## config.mk

```make
export PLATFORM = sky130hd
export DESIGN_NAME = huff_lut_build
export DESIGN_NICKNAME = d
export VERILOG_FILES = /design/src/rtl/huff_lut_build.sv
export SDC_FILE = /design/constraint.sdc
export NUM_CORES = 1
export LEC_CHECK = 0
export ABC_CLOCK_PERIOD_IN_PS = 4100
export CAP_MARGIN = 20
export CORE_MARGIN = 3
export CORE_UTILIZATION = 40
export CTS_CLUSTER_DIAMETER = 50
export DETAILED_ROUTE_END_ITERATION = 8
export PLACE_DENSITY = 0.66
export SETUP_SLACK_MARGIN = 0.2
export SKIP_LAST_GASP = 1
export SLEW_MARGIN = 40
export SYNTH_ARGS = -nofsm -noshare
export SYNTH_HDL_FRONTEND = slang
export SYNTH_SLANG_ARGS = --single-unit
```

## constraint.sdc

```tcl
create_clock -name clk -period 4.1 [get_ports clk]
set_input_delay 0.41 -clock clk [delete_from_list [all_inputs] [get_ports clk]]
set_output_delay 0.41 -clock clk [all_outputs]
set_load 0.01 [all_outputs]
```

## src/rtl/huff_lut_build.sv

```systemverilog
// Canonical-Huffman decode-table builder: scans code lengths shortest-first, assigns
// canonical codes and writes each code replicated over every table slot sharing its prefix.
module huff_lut_build #(
    parameter int MAX_LEN = 8,
    parameter int LEN_W   = 4,
    parameter int SYM_W   = 9,
    parameter int ADDR_W  = 9,
    parameter int REVERSE = 1
) (
    input  logic              clk,
    input  logic              rst_n,
    input  logic              start,
    input  logic [SYM_W-1:0]  sym_num,
    input  logic [ADDR_W-1:0] len_base,
    output logic [ADDR_W-1:0] len_addr,
    input  logic [LEN_W-1:0]  len_data,
    output logic              wr_en,
    input  logic              wr_ready,
    output logic [MAX_LEN-1:0] wr_addr,
    output logic [SYM_W-1:0]  wr_sym,
    output logic [LEN_W-1:0]  wr_len,
    output logic              busy,
    output logic              done,
    output logic              err,
    output logic              incomplete
);

    localparam int CW = MAX_LEN + 1;
    localparam logic [LEN_W-1:0] MAX_L = LEN_W'(MAX_LEN);
    localparam logic [CW-1:0]    FULL  = CW'(1) << MAX_LEN;

    typedef enum logic [2:0] {S_IDLE, S_FETCH, S_CHECK, S_FILL, S_DONE} state_t;

    state_t              r_state;
    logic [SYM_W-1:0]    r_sym_num;
    logic [ADDR_W-1:0]   r_base;
    logic [LEN_W-1:0]    r_len;
    logic [SYM_W-1:0]    r_i;
    logic [CW-1:0]       r_code;
    logic [MAX_LEN-1:0]  r_fill;
    logic [ADDR_W-1:0]   r_len_addr;
    logic                r_wr_en;
    logic [MAX_LEN-1:0]  r_wr_addr;
    logic [SYM_W-1:0]    r_wr_sym;
    logic [LEN_W-1:0]    r_wr_len;
    logic                r_busy;
    logic                r_done;
    logic                r_err;
    logic                r_incomplete;

    logic [SYM_W:0]      w_i_inc;
    logic                w_more_sym;
    logic [CW-1:0]       w_code_adv;
    logic [MAX_LEN-1:0]  w_fill_max;
    logic                w_fill_last;
    logic                w_len_bad;
    logic                w_len_hit;
    logic                w_full_l;
    logic                w_advance;

    // Table index = code left-justified into MAX_LEN bits with the fill counter as the low bits.
    function automatic logic [MAX_LEN-1:0] f_addr(input logic [CW-1:0] code,
                                                  input logic [LEN_W-1:0] len,
                                                  input logic [MAX_LEN-1:0] fill);
        logic [MAX_LEN-1:0] v_idx;
        logic [MAX_LEN-1:0] v_rev;
        v_idx = MAX_LEN'(code << (MAX_L - len)) | fill;
        for (int b = 0; b < MAX_LEN; b++) begin
            v_rev[b] = v_idx[MAX_LEN-1-b];
        end
        return (REVERSE != 0) ? v_rev : v_idx;
    endfunction

    always_comb begin
        w_i_inc     = {1'b0, r_i} + 1'b1;
        w_more_sym  = w_i_inc < {1'b0, r_sym_num};
        w_code_adv  = (r_state == S_FILL) ? r_code + 1'b1 : r_code;
        w_fill_max  = MAX_LEN'((CW'(1) << (MAX_L - r_len)) - CW'(1));
        w_fill_last = (r_fill == w_fill_max);
        w_len_bad   = (len_data > MAX_L);
        w_len_hit   = (len_data == r_len);
        w_full_l    = (r_code == (CW'(1) << r_len));
        // Move to the next symbol after a non-matching check or the final write beat.
        w_advance   = ((r_state == S_CHECK) && !w_len_bad && !w_len_hit) ||
                      ((r_state == S_FILL) && wr_ready && w_fill_last);
    end

    always_ff @(posedge clk or negedge rst_n) begin
        if (!rst_n) begin
            r_state      <= S_IDLE;
            r_sym_num    <= '0;
            r_base       <= '0;
            r_len        <= LEN_W'(1);
            r_i          <= '0;
            r_code       <= '0;
            r_fill       <= '0;
            r_len_addr   <= '0;
            r_wr_en      <= 1'b0;
            r_wr_addr    <= '0;
            r_wr_sym     <= '0;
            r_wr_len     <= '0;
            r_busy       <= 1'b0;
            r_done       <= 1'b0;
            r_err        <= 1'b0;
            r_incomplete <= 1'b0;
        end else begin
            r_done <= 1'b0;
            if (w_advance) begin
                r_wr_en <= 1'b0;
                if (w_more_sym) begin
                    r_i        <= r_i + 1'b1;
                    r_len_addr <= r_base + ADDR_W'(w_i_inc);
                    r_code     <= w_code_adv;
                    r_state    <= S_FETCH;
                end else if (r_len != MAX_L) begin
                    r_code     <= w_code_adv << 1;
                    r_len      <= r_len + 1'b1;
                    r_i        <= '0;
                    r_len_addr <= r_base;
                    r_state    <= S_FETCH;
                end else begin
                    r_code       <= w_code_adv;
                    r_incomplete <= (w_code_adv != FULL);
                    r_done       <= 1'b1;
                    r_state      <= S_DONE;
                end
            end else begin
                case (r_state)
                    S_IDLE: begin
                        if (start) begin
                            r_sym_num <= sym_num;
                            r_base    <= len_base;
                            r_len     <= LEN_W'(1);
                            r_i       <= '0;
                            r_code    <= '0;
                            r_fill    <= '0;
                            r_err     <= 1'b0;
                            r_busy    <= 1'b1;
                            if (sym_num == '0) begin
                                r_incomplete <= 1'b1;
                                r_done       <= 1'b1;
                                r_state      <= S_DONE;
                            end else begin
                                r_incomplete <= 1'b0;
                                r_len_addr   <= len_base;
                                r_state      <= S_FETCH;
                            end
                        end
                    end
                    S_FETCH: r_state <= S_CHECK;
                    S_CHECK: begin
                        // Not advancing here means the length is illegal or matches L.
                        if (w_len_bad || w_full_l) begin
                            r_err   <= 1'b1;
                            r_done  <= 1'b1;
                            r_state <= S_DONE;
                        end else begin
                            r_fill    <= '0;
                            r_wr_en   <= 1'b1;
                            r_wr_addr <= f_addr(r_code, r_len, '0);
                            r_wr_sym  <= r_i;
                            r_wr_len  <= r_len;
                            r_state   <= S_FILL;
                        end
                    end
                    S_FILL: begin
                        if (wr_ready) begin
                            r_fill    <= r_fill + 1'b1;
                            r_wr_addr <= f_addr(r_code, r_len, r_fill + 1'b1);
                        end
                    end
                    S_DONE: begin
                        r_busy  <= 1'b0;
                        r_state <= S_IDLE;
                    end
                    default: r_state <= S_IDLE;
                endcase
            end
        end
    end

    assign len_addr   = r_len_addr;
    assign wr_en      = r_wr_en;
    assign wr_addr    = r_wr_addr;
    assign wr_sym     = r_wr_sym;
    assign wr_len     = r_wr_len;
    assign busy       = r_busy;
    assign done       = r_done;
    assign err        = r_err;
    assign incomplete = r_incomplete;

endmodule

```

* Word level (Yosys, flattened, before mapping)
Cells that the tools add are included.
** Cells by class
- $add $sub $neg :: 8
- Order comparisons :: 2
- Equal/unequal tests :: 21
- Shift-type cells :: 3
- Muxes and demuxes :: 54
- Bitwise gates (word level) :: 3
- Reductions and logical operators :: 30
** Operators with widths (count)
- 2-to-1 mux 9 bit :: 15
- 2-to-1 mux 8 bit :: 5
- case mux 8 bit (3 select lines) :: 1
- 2-to-1 mux 4 bit :: 5
- AND reduction 4 bit :: 5
- adder 9 x 1 -> 9 bit (second input constant) :: 2
- 2-to-1 mux 3 bit :: 6
- 2-to-1 mux 1 bit :: 17
- != test 2 bit (second input constant) :: 8
- case mux 8 bit (2 select lines) :: 1
- case mux 3 bit (4 select lines) :: 1
- AND reduction 3 bit :: 4
- nonzero test 2 bit :: 6
- adder 9 x 1 -> 10 bit (second input constant) :: 1
- < comparator 10 x 9 -> 1 bit :: 1
- adder 9 bit :: 1
- == test 9 bit :: 1
- zero test 9 bit :: 1
- != test 9 bit (second input constant) :: 1
- << shifter 1 x 4 -> 9 bit (first input constant) :: 1
- << shifter 9 x 4 -> 8 bit :: 1
- adder 8 x 1 -> 8 bit (second input constant) :: 1
- == test 8 bit :: 1
- OR 8 bit :: 1
- 22 further kinds :: 34
** Storage, ports and cells
- Flip-flop bits (word level) :: 86
- Input bits :: 26

* Longest topological paths before layout
Gate-level depths: netlist (run 1).
- Word-level depth :: 8
- Gate-level depth with buffers :: 19

* Worst setup path after synthesis (run 1)
No wires, ideal clock.
- Path type :: flip-flop to flip-flop
- From :: register r_len[0]
- To :: register r_wr_len[1] (netlist: wr_len[1])
- Data arrival time :: 4.277 ns
- Required time :: 3.975 ns
- Path slack :: -0.301 ns
- Cell stages (with the launch flop) :: 19
- Clock period less this slack :: 4.401 ns
- Path through :: dfstp_2 > buf_4 > inv_1 > ha_1 > ha_1 > clkbuf_1 > buf_1 > nor2_1 > nand2_1 > ha_1 > xor2_1 > or3_1 > a211oi_1 > o311ai_2 > a2111oi_4 > nor2_2 > nand3_1 > buf_4 > mux2_2
** On the way
- Cells in the longest elaborated chain, start to end :: 8
- Elaborated cells between the ends (all ways) :: 15
** Ends and longest elaborated chain
- start: declaration :: line 37 : logic [LEN_W-1:0] r_len;
- start signal: assignment :: line 117 : r_len <= r_len + 1'b1;
- subtractor 4 bit :: line 78 : w_fill_max = MAX_LEN'((CW'(1) << (MAX_L - r_len)) - CW'(1));
- << shifter 1 x 4 -> 8 bit :: line 78
- subtractor 8 x 2 -> 8 bit :: line 78
- == test 8 bit :: line 79 : w_fill_last = (r_fill == w_fill_max);
- logical AND 1 bit :: line 85 : ((r_state == S_FILL) && wr_ready && w_fill_last);
- logical OR 1 bit :: line 84 : w_advance = ((r_state == S_CHECK) && !w_len_bad && !w_len_hit) ||
- inverter 1 bit (no line)
- AND reduction 3 bit (no line) (*)
- end signal: assignment :: line 162 : r_wr_len <= r_len;
- end: declaration :: line 45 : logic [LEN_W-1:0] r_wr_len;
Every way passes the cells marked *; elsewhere a longest branch is shown, timed or not.
A chain may end at the register's enable or synchronous reset.

* Worst setup path after layout (run 1)
- From :: register r_len[0]
- To :: register r_len_addr[7] (netlist: len_addr[7])
** On the way
- Cells in the longest elaborated chain, start to end :: 8
- Elaborated cells between the ends (all ways) :: 16
** Ends and longest elaborated chain
- subtractor 4 bit :: line 78
- << shifter 1 x 4 -> 8 bit :: line 78
- subtractor 8 x 2 -> 8 bit :: line 78
- == test 8 bit :: line 79
- logical AND 1 bit :: line 85
- logical OR 1 bit :: line 84
- != test 3 x 2 -> 1 bit (no line), or another cell as far along
- AND reduction 4 bit (no line)
- end signal: assignment :: line 112 : r_len_addr <= r_base + ADDR_W'(w_i_inc);
- end signal: assignment :: line 119 : r_len_addr <= r_base;
- end signal: assignment :: line 145 : r_len_addr <= len_base;
- end: declaration :: line 41 : logic [ADDR_W-1:0] r_len_addr;
Parallel ways exist; a longest one is shown, timed or not.

==> impl_metrics.env, run 1 <==
export IMPL_finClkSkew_ns=0.00762
export IMPL_cts_buffer_depth=2
export IMPL_fin_area_um2=7570
export IMPL_ys_seq_area_frac=0.364
export IMPL_avgRoutedWirePerCell_um=18.5
export IMPL_slew_headroom=0.0651
export IMPL_start_util=0.418
export IMPL_period_share=0.963
export IMPL_first_pass_iters=5
export IMPL_path_class="reg -> reg"
export IMPL_power_density_nw_per_um2=569
export IMPL_grt_first_pass_wirelength_mm=27.0
export IMPL_ff_latch_area_um2=2150
export IMPL_tns_ns=0
export IMPL_vias_per_cell=5.81
export IMPL_hold_path_class="in -> async"
export IMPL_syn_to_final_growth_pct=28.0
export IMPL_cts_tree="yes"
export IMPL_synth_seq_cells=86
export IMPL_port_buffers=60
export IMPL_ys_flop_type="dfrtp_1"
export IMPL_clkLatencyLatePin_ns=0.35
export IMPL_netlist_area_um2=5910
export IMPL_globalplace_congestion=0.898
export IMPL_async_reset_ff_frac=1.00
export IMPL_htreeDepth=3
export IMPL_grt_busiest_layer="met2"
export IMPL_min_period_ns=3.95
export IMPL_grt_max_degree=50
export IMPL_cts_clk_slew_worst_paths_ns=0.06
export IMPL_use_met2=0.321
export IMPL_hpwl_mm=11.8
export IMPL_worstRegToRegCells=15
export IMPL_syn_avg_cell_area_um2=9.04
export IMPL_dieWidth_um=128
export IMPL_antennaDiodeCount=0
export IMPL_endpoint_kind="register"
export IMPL_design_core_area_um2=14100
export IMPL_antenna_found_initial=0
export IMPL_synth_top_area_frac=0.360
export IMPL_ys_warn_count=0
export IMPL_routed_via_count=5280
export IMPL_netlist_instances=654
export IMPL_crit_path_start_kind="register"
export IMPL_num_rows=43
export IMPL_dieArea_um2=16300
export IMPL_yosys_area_top_type="dfrtp_1"
export IMPL_ant_nets=0
export IMPL_placed_area_um2=6820
export IMPL_p_leak_uw=0.00331
export IMPL_ys_types=69
export IMPL_use_met1=0.287
export IMPL_gr_total_overflow=0
export IMPL_drt_iter0_markers=330
export IMPL_hold_slack_ns=0.0830
export IMPL_io_pins=61
export IMPL_synth_edff_count=0
export IMPL_first_global_vias=5174
export IMPL_crit_required_ns=4.32
export IMPL_grt_usage=0.204
export IMPL_wirelength_mm=16.8
export IMPL_met3_usage=0.0418
export IMPL_synth_area_leaders="dfrtp_1 (36%), ha_1 (6.3%), mux2_2 (4.6%), nand2_1 (4.1%), nor2_1 (3.8%)"
export IMPL_synth_nets=711
export IMPL_die_y_um=128
export IMPL_setup_violations=0
export IMPL_clockRootBuffer="clkbuf_16"
export IMPL_ir_worst_vdd_mv=0.371
export IMPL_multi_input_area_um2=3790
export IMPL_status="finished clean"
export IMPL_nets=781
export IMPL_worstMarginPinSlew_ns=1.40
export IMPL_crit_arrival_ns=4.17
export IMPL_drv_cap=0
export IMPL_crit_fanout=8
export IMPL_numCtsBuffers=9
export IMPL_hold_viol_final=0
export IMPL_drcViolationCount=0
export IMPL_rsz0062_at_grt="true"
export IMPL_drive_gt1_frac=0.188
export IMPL_n_fill_cell=1257
export IMPL_cts_sinks=86
export IMPL_max_freq_mhz=253
export IMPL_slew_viol_final=0
-- cell usage in the layout, fill, tap and decap left out, types with 9 or more instances in the layout --
master	instances
o22ai_1	10
a22o_1	10
mux2i_1	14
o21ai_0	28
ha_1	26
xor2_1	9
clkdlybuf4s50_1	59
inv_1	21
nand3_1	24
nand2_1	64
buf_4	34
nor2_1	57
dfrtp_1	85
and3_1	13
a21oi_1	22
mux2_2	16
xnor2_1	24
nor3_1	9
clkbuf_16	10
-- cell type report --
class	count	area share
Clock buffer	12	0.0339
Inverter	22	0.0112
Clock inverter	4	0.0103
Tap cell	180	0.0298
Timing Repair Buffer	103	0.130
Sequential cell	86	0.285
Multi-Input combinational cell	502	0.501
-- cell usage after synthesis, drive strengths merged (3+ instances only) --
master,instances
o21a,7
and3b,3
nor2b,5
nand2,64
xnor2,24
dfrtp,85
inv,22
mux4,3
o221ai,3
nand3b,4
a31o,6
mux2,24
or2,5
a22o,10
nand2b,6
xor2,10
o21ai,36
and2,9
nor3,12
a21o,7
ha,30
clkbuf,35
nor4,4
mux2i,15
nand4,6
a211oi,12
a31oi,10
a21oi,22
o32ai,3
o211ai,8
or3,6
o31a,3
and3,13
a2111oi,5
nor4b,3
o22ai,12
nand3,25
buf,10
o31ai,3
nor2,61
-- what timing repair did --
item	in CTS	in global routing
resized for setup	1	51
pin swaps	6	13
buffers inserted	5	14
hold buffers	0	0
endpoints found under the setup margin	46	62
gates cloned	0	3
-- power breakdown --
part	switching [uW]	internal (uW)	leakage (uW)
registers	221	1070	0.00113
logic	1110	980	0.00201
clock network	352	571	0.000163
-- logic make-up (layout without fill, tap and decap cells) --
kind of cell	count (synthesis)	after routing	share of synthesized area
flops	86	86	0.364
buf+inv	67	141	0.0480
compound gates	160	160	0.192
fa+ha+maj	31	31	0.0669
simple gates	234	235	0.196
xor+xnor	34	34	0.0504
mux	42	42	0.0825
-- routing by layer --
metal | routed length [um] | vias up
li1 | - | 2514
met1 | 7670 | 2586
met2 | 7840 | 161
met3 | 994 | 19
met4 | 310 | 0
met5 | 0 | -
-- worst max-delay path: stages (launching register included) --
cell and delay (ns):
dfstp_2 0.58, inv_4 0.05, ha_4 0.16, ha_4 0.24, nor4b_4 0.25, inv_1 0.11, ha_4 0.20, xor2_4 0.19
or3_4 0.39, a211oi_4 0.25, o311ai_4 0.13, a2111oi_4 0.42, nor2_4 0.13, buf_12 0.17, o21a_4 0.23, a221o_1 0.30
-- flip-flops by register name, summed over array words and instances, names as in the netlist, 8 cells and up --
| signal | cells |
|---|---|
| wr_addr | 8 |
| r_fill | 8 |
| r_code | 9 |
| r_base | 9 |
| r_sym_num | 9 |
| wr_sym | 9 |
| r_i | 9 |
| len_addr | 9 |
-- worst paths after layout --
path / from / to / slack (ns)
max: r_len[0] / len_addr[7] / 0.15
min: rst_n / r_base[0] / 0.08
max reg2reg: r_len[0] / len_addr[7] / 0.15
min reg2reg: r_sym_num[0] / r_sym_num[0] / 0.47
max in group asynchronous: rst_n / r_len[0] / 3.06
min in group clk: r_sym_num[0] / r_sym_num[0] / 0.47
-- through the flow --
stage / instances / utilization / power (uW) / setup WS, ns
after floorplan: 654 / - / 2550 / 0.0650
after global placement: 871 / 0.482 / 3100 / 0.154
after detailed placement: 871 / 0.482 / 3140 / 0.0441
after CTS: 892 / 0.509 / 4100 / 0.201
after global routing: 909 / 0.535 / 4590 / 0.0102
final: 909 / 0.535 / 4300 / 0.151
Power figures use the tool's default switching activity.
==> inputs of run 2 (changes only) <==
Settings changed: REMOVE_ABC_BUFFERS from default to 1.
==> impl_metrics.env, run 2 (synthesis gave the netlist of run 1 again) <==
export IMPL_worstPathCellList="inv_2 > ha_4 > ha_4 > nor4b_4 > inv_1 > ha_4 > xor2_4 > or3_1 > a211oi_2 > o311ai_2 > a2111oi_4 > buf_4 > buf_4 > a2111oi_4 > buf_6 > and2_1 > a22o_1"
export IMPL_design_core_area_um2=14100
export IMPL_hold_viol_final=0
export IMPL_final_common_cell="dfrtp_1"
export IMPL_drv_cap=0
export IMPL_crit_fanout=9
export IMPL_cts_buffer_depth=2
export IMPL_cpPeakStageDelay_ns=0.55
export IMPL_r2r_end="r_fill[7]"
export IMPL_setup_violations=0
export IMPL_dieWidth_um=128
export IMPL_nets=773
export IMPL_period_share=0.936
export IMPL_grt_max_degree=87
export IMPL_cp_slowest_cell="dfstp_2"
export IMPL_n_fill_cell=1317
export IMPL_dieArea_um2=16300
export IMPL_cts_clk_slew_worst_paths_ns=0.06
export IMPL_path_class="reg -> reg"
export IMPL_routed_via_count=5189
export IMPL_ff_latch_area_um2=2150
export IMPL_grt_busiest_layer="met2"
export IMPL_clockRootBuffer="clkbuf_16"
export IMPL_num_rows=43
export IMPL_worstRegToRegCells=17
export IMPL_drt_iter0_markers=493
export IMPL_antennaDiodeCount=0
export IMPL_gr_total_overflow=0
export IMPL_layout_common_cells="dfrtp_1 (85), nand2_1 (64), clkdlybuf4s50_1 (59)"
export IMPL_crit_required_ns=4.33
export IMPL_ant_nets=0
export IMPL_cpMostUsedCell="ha_4"
export IMPL_rsz0062_at_grt="true"
export IMPL_first_pass_iters=5
export IMPL_vias_per_cell=5.76
export IMPL_cts_sinks=86
export IMPL_ff2ff_setup_slack_ns=0.26
export IMPL_start_util=0.418
export IMPL_drive_gt1_frac=0.162
export IMPL_multi_input_area_um2=3630
export IMPL_antenna_found_initial=0
export IMPL_power_density_nw_per_um2=549
export IMPL_slew_headroom=0.524
export IMPL_numCtsBuffers=9
export IMPL_avgRoutedWirePerCell_um=17.3
export IMPL_grt_usage=0.197
export IMPL_utilization=0.516
export IMPL_htreeDepth=3
export IMPL_port_buffers=60
export IMPL_ir_worst_vdd_mv=0.360
export IMPL_crit_arrival_ns=4.07
export IMPL_slew_viol_final=0
export IMPL_met3_usage=0.0422
export IMPL_cts_tree="yes"
export IMPL_use_met1=0.260
export IMPL_power_total_uw=4010
export IMPL_clkLatencyLatePin_ns=0.35
export IMPL_max_freq_mhz=261
export IMPL_grt_first_pass_wirelength_mm=25.9
export IMPL_syn_to_final_growth_pct=23.4
export IMPL_die_y_um=128
export IMPL_hpwl_mm=11.2
export IMPL_endpoint_kind="register"
export IMPL_hold_path_class="in -> async"
export IMPL_status="finished clean"
export IMPL_first_global_vias=5182
export IMPL_min_period_ns=3.84
export IMPL_r2r_start="r_len[0]"
export IMPL_worstMarginPinSlew_ns=0.696
export IMPL_use_met2=0.320
export IMPL_globalplace_congestion=0.857
export IMPL_drcViolationCount=0
export IMPL_p_leak_uw=0.00321
export IMPL_wirelength_mm=15.6
export IMPL_io_pins=61
export IMPL_finClkSkew_ns=0.00958
export IMPL_crit_path_start_kind="register"
export IMPL_tns_ns=0
## run 2: cell count changes in the layout (fill, tap and decap cells not counted), moves of 4 or more
cell     previous run  this run
mux2_2             16        24
o21ai_0            28        34
mux2_4              8         0
buf_6               8         4
buf_4              34        29
o21ai_1             6         2
## run 2: how the worst max path moves through the flow
stage | slack (ns) | depth (start not counted) | endpoint | startpoint
floorplan | -1.13 | 14 | wr_len[0] | r_len[0]
global placement | 0.10 | 15 | len_addr[4] | r_len[0]
detailed placement | -0.06 | 15 | len_addr[7] | r_len[0]
CTS | 0.21 | 17 | len_addr[7] | r_len[0]
global route | 0.13 | 16 | len_addr[7] | r_len[0]
finish | 0.26 | 17 | r_fill[7] | r_len[0]
## run 2: cell type report
class	count	area share
Multi-Input combinational cell	501	0.497
Sequential cell	86	0.295
Timing Repair Buffer	96	0.126
Clock buffer	11	0.0333
Tap cell	180	0.0309
Inverter	22	0.0113
Clock inverter	5	0.00583
## run 2: layer usage
metal	wire length, um	up-vias
li1	-	2492
met1	7050	2515
met2	7370	152
met3	753	30
met4	390	0
met5	0	-
## run 2: what timing repair did
item	in CTS	in global routing
buffers inserted	3	3
hold buffers	0	0
cloned	0	0
endpoints found under the setup margin	62	62
resized for setup	11	22
pin swaps	4	9
## run 2: power breakdown
| part | internal [uW] | total (uW) | leakage (uW) | switching (uW) |
|---|---|---|---|---|
| clock network | 435 | 795 | 0.000142 | 360 |
| logic | 921 | 1940 | 0.00194 | 1020 |
| registers | 1070 | 1270 | 0.00113 | 204 |
## run 2: worst max-delay path: cells and delay by family (launching register included)
family                     cells  cell delay [ns]
xor gates and xnor gates       1             0.19
buffers and inverters          5             0.66
AOI/OAI and AO/OA              5             0.87
adders and majority gates      3             0.58
DFF                            1             0.55
and+or+nand+nor                3             0.85
## run 2: metrics by stage
step                      instance area, um2  setup slack, ns  hold slack (ns)  std cells
final                                   7300            0.261           0.0904        901
after global routing                    7300            0.125            0.154        901
after CTS                               7160            0.208            0.160        898
after detailed placement                6790          -0.0566            0.472        879
after global placement                  6780            0.102            0.463        879
after floorplan                         5710            -1.13            0.114        609
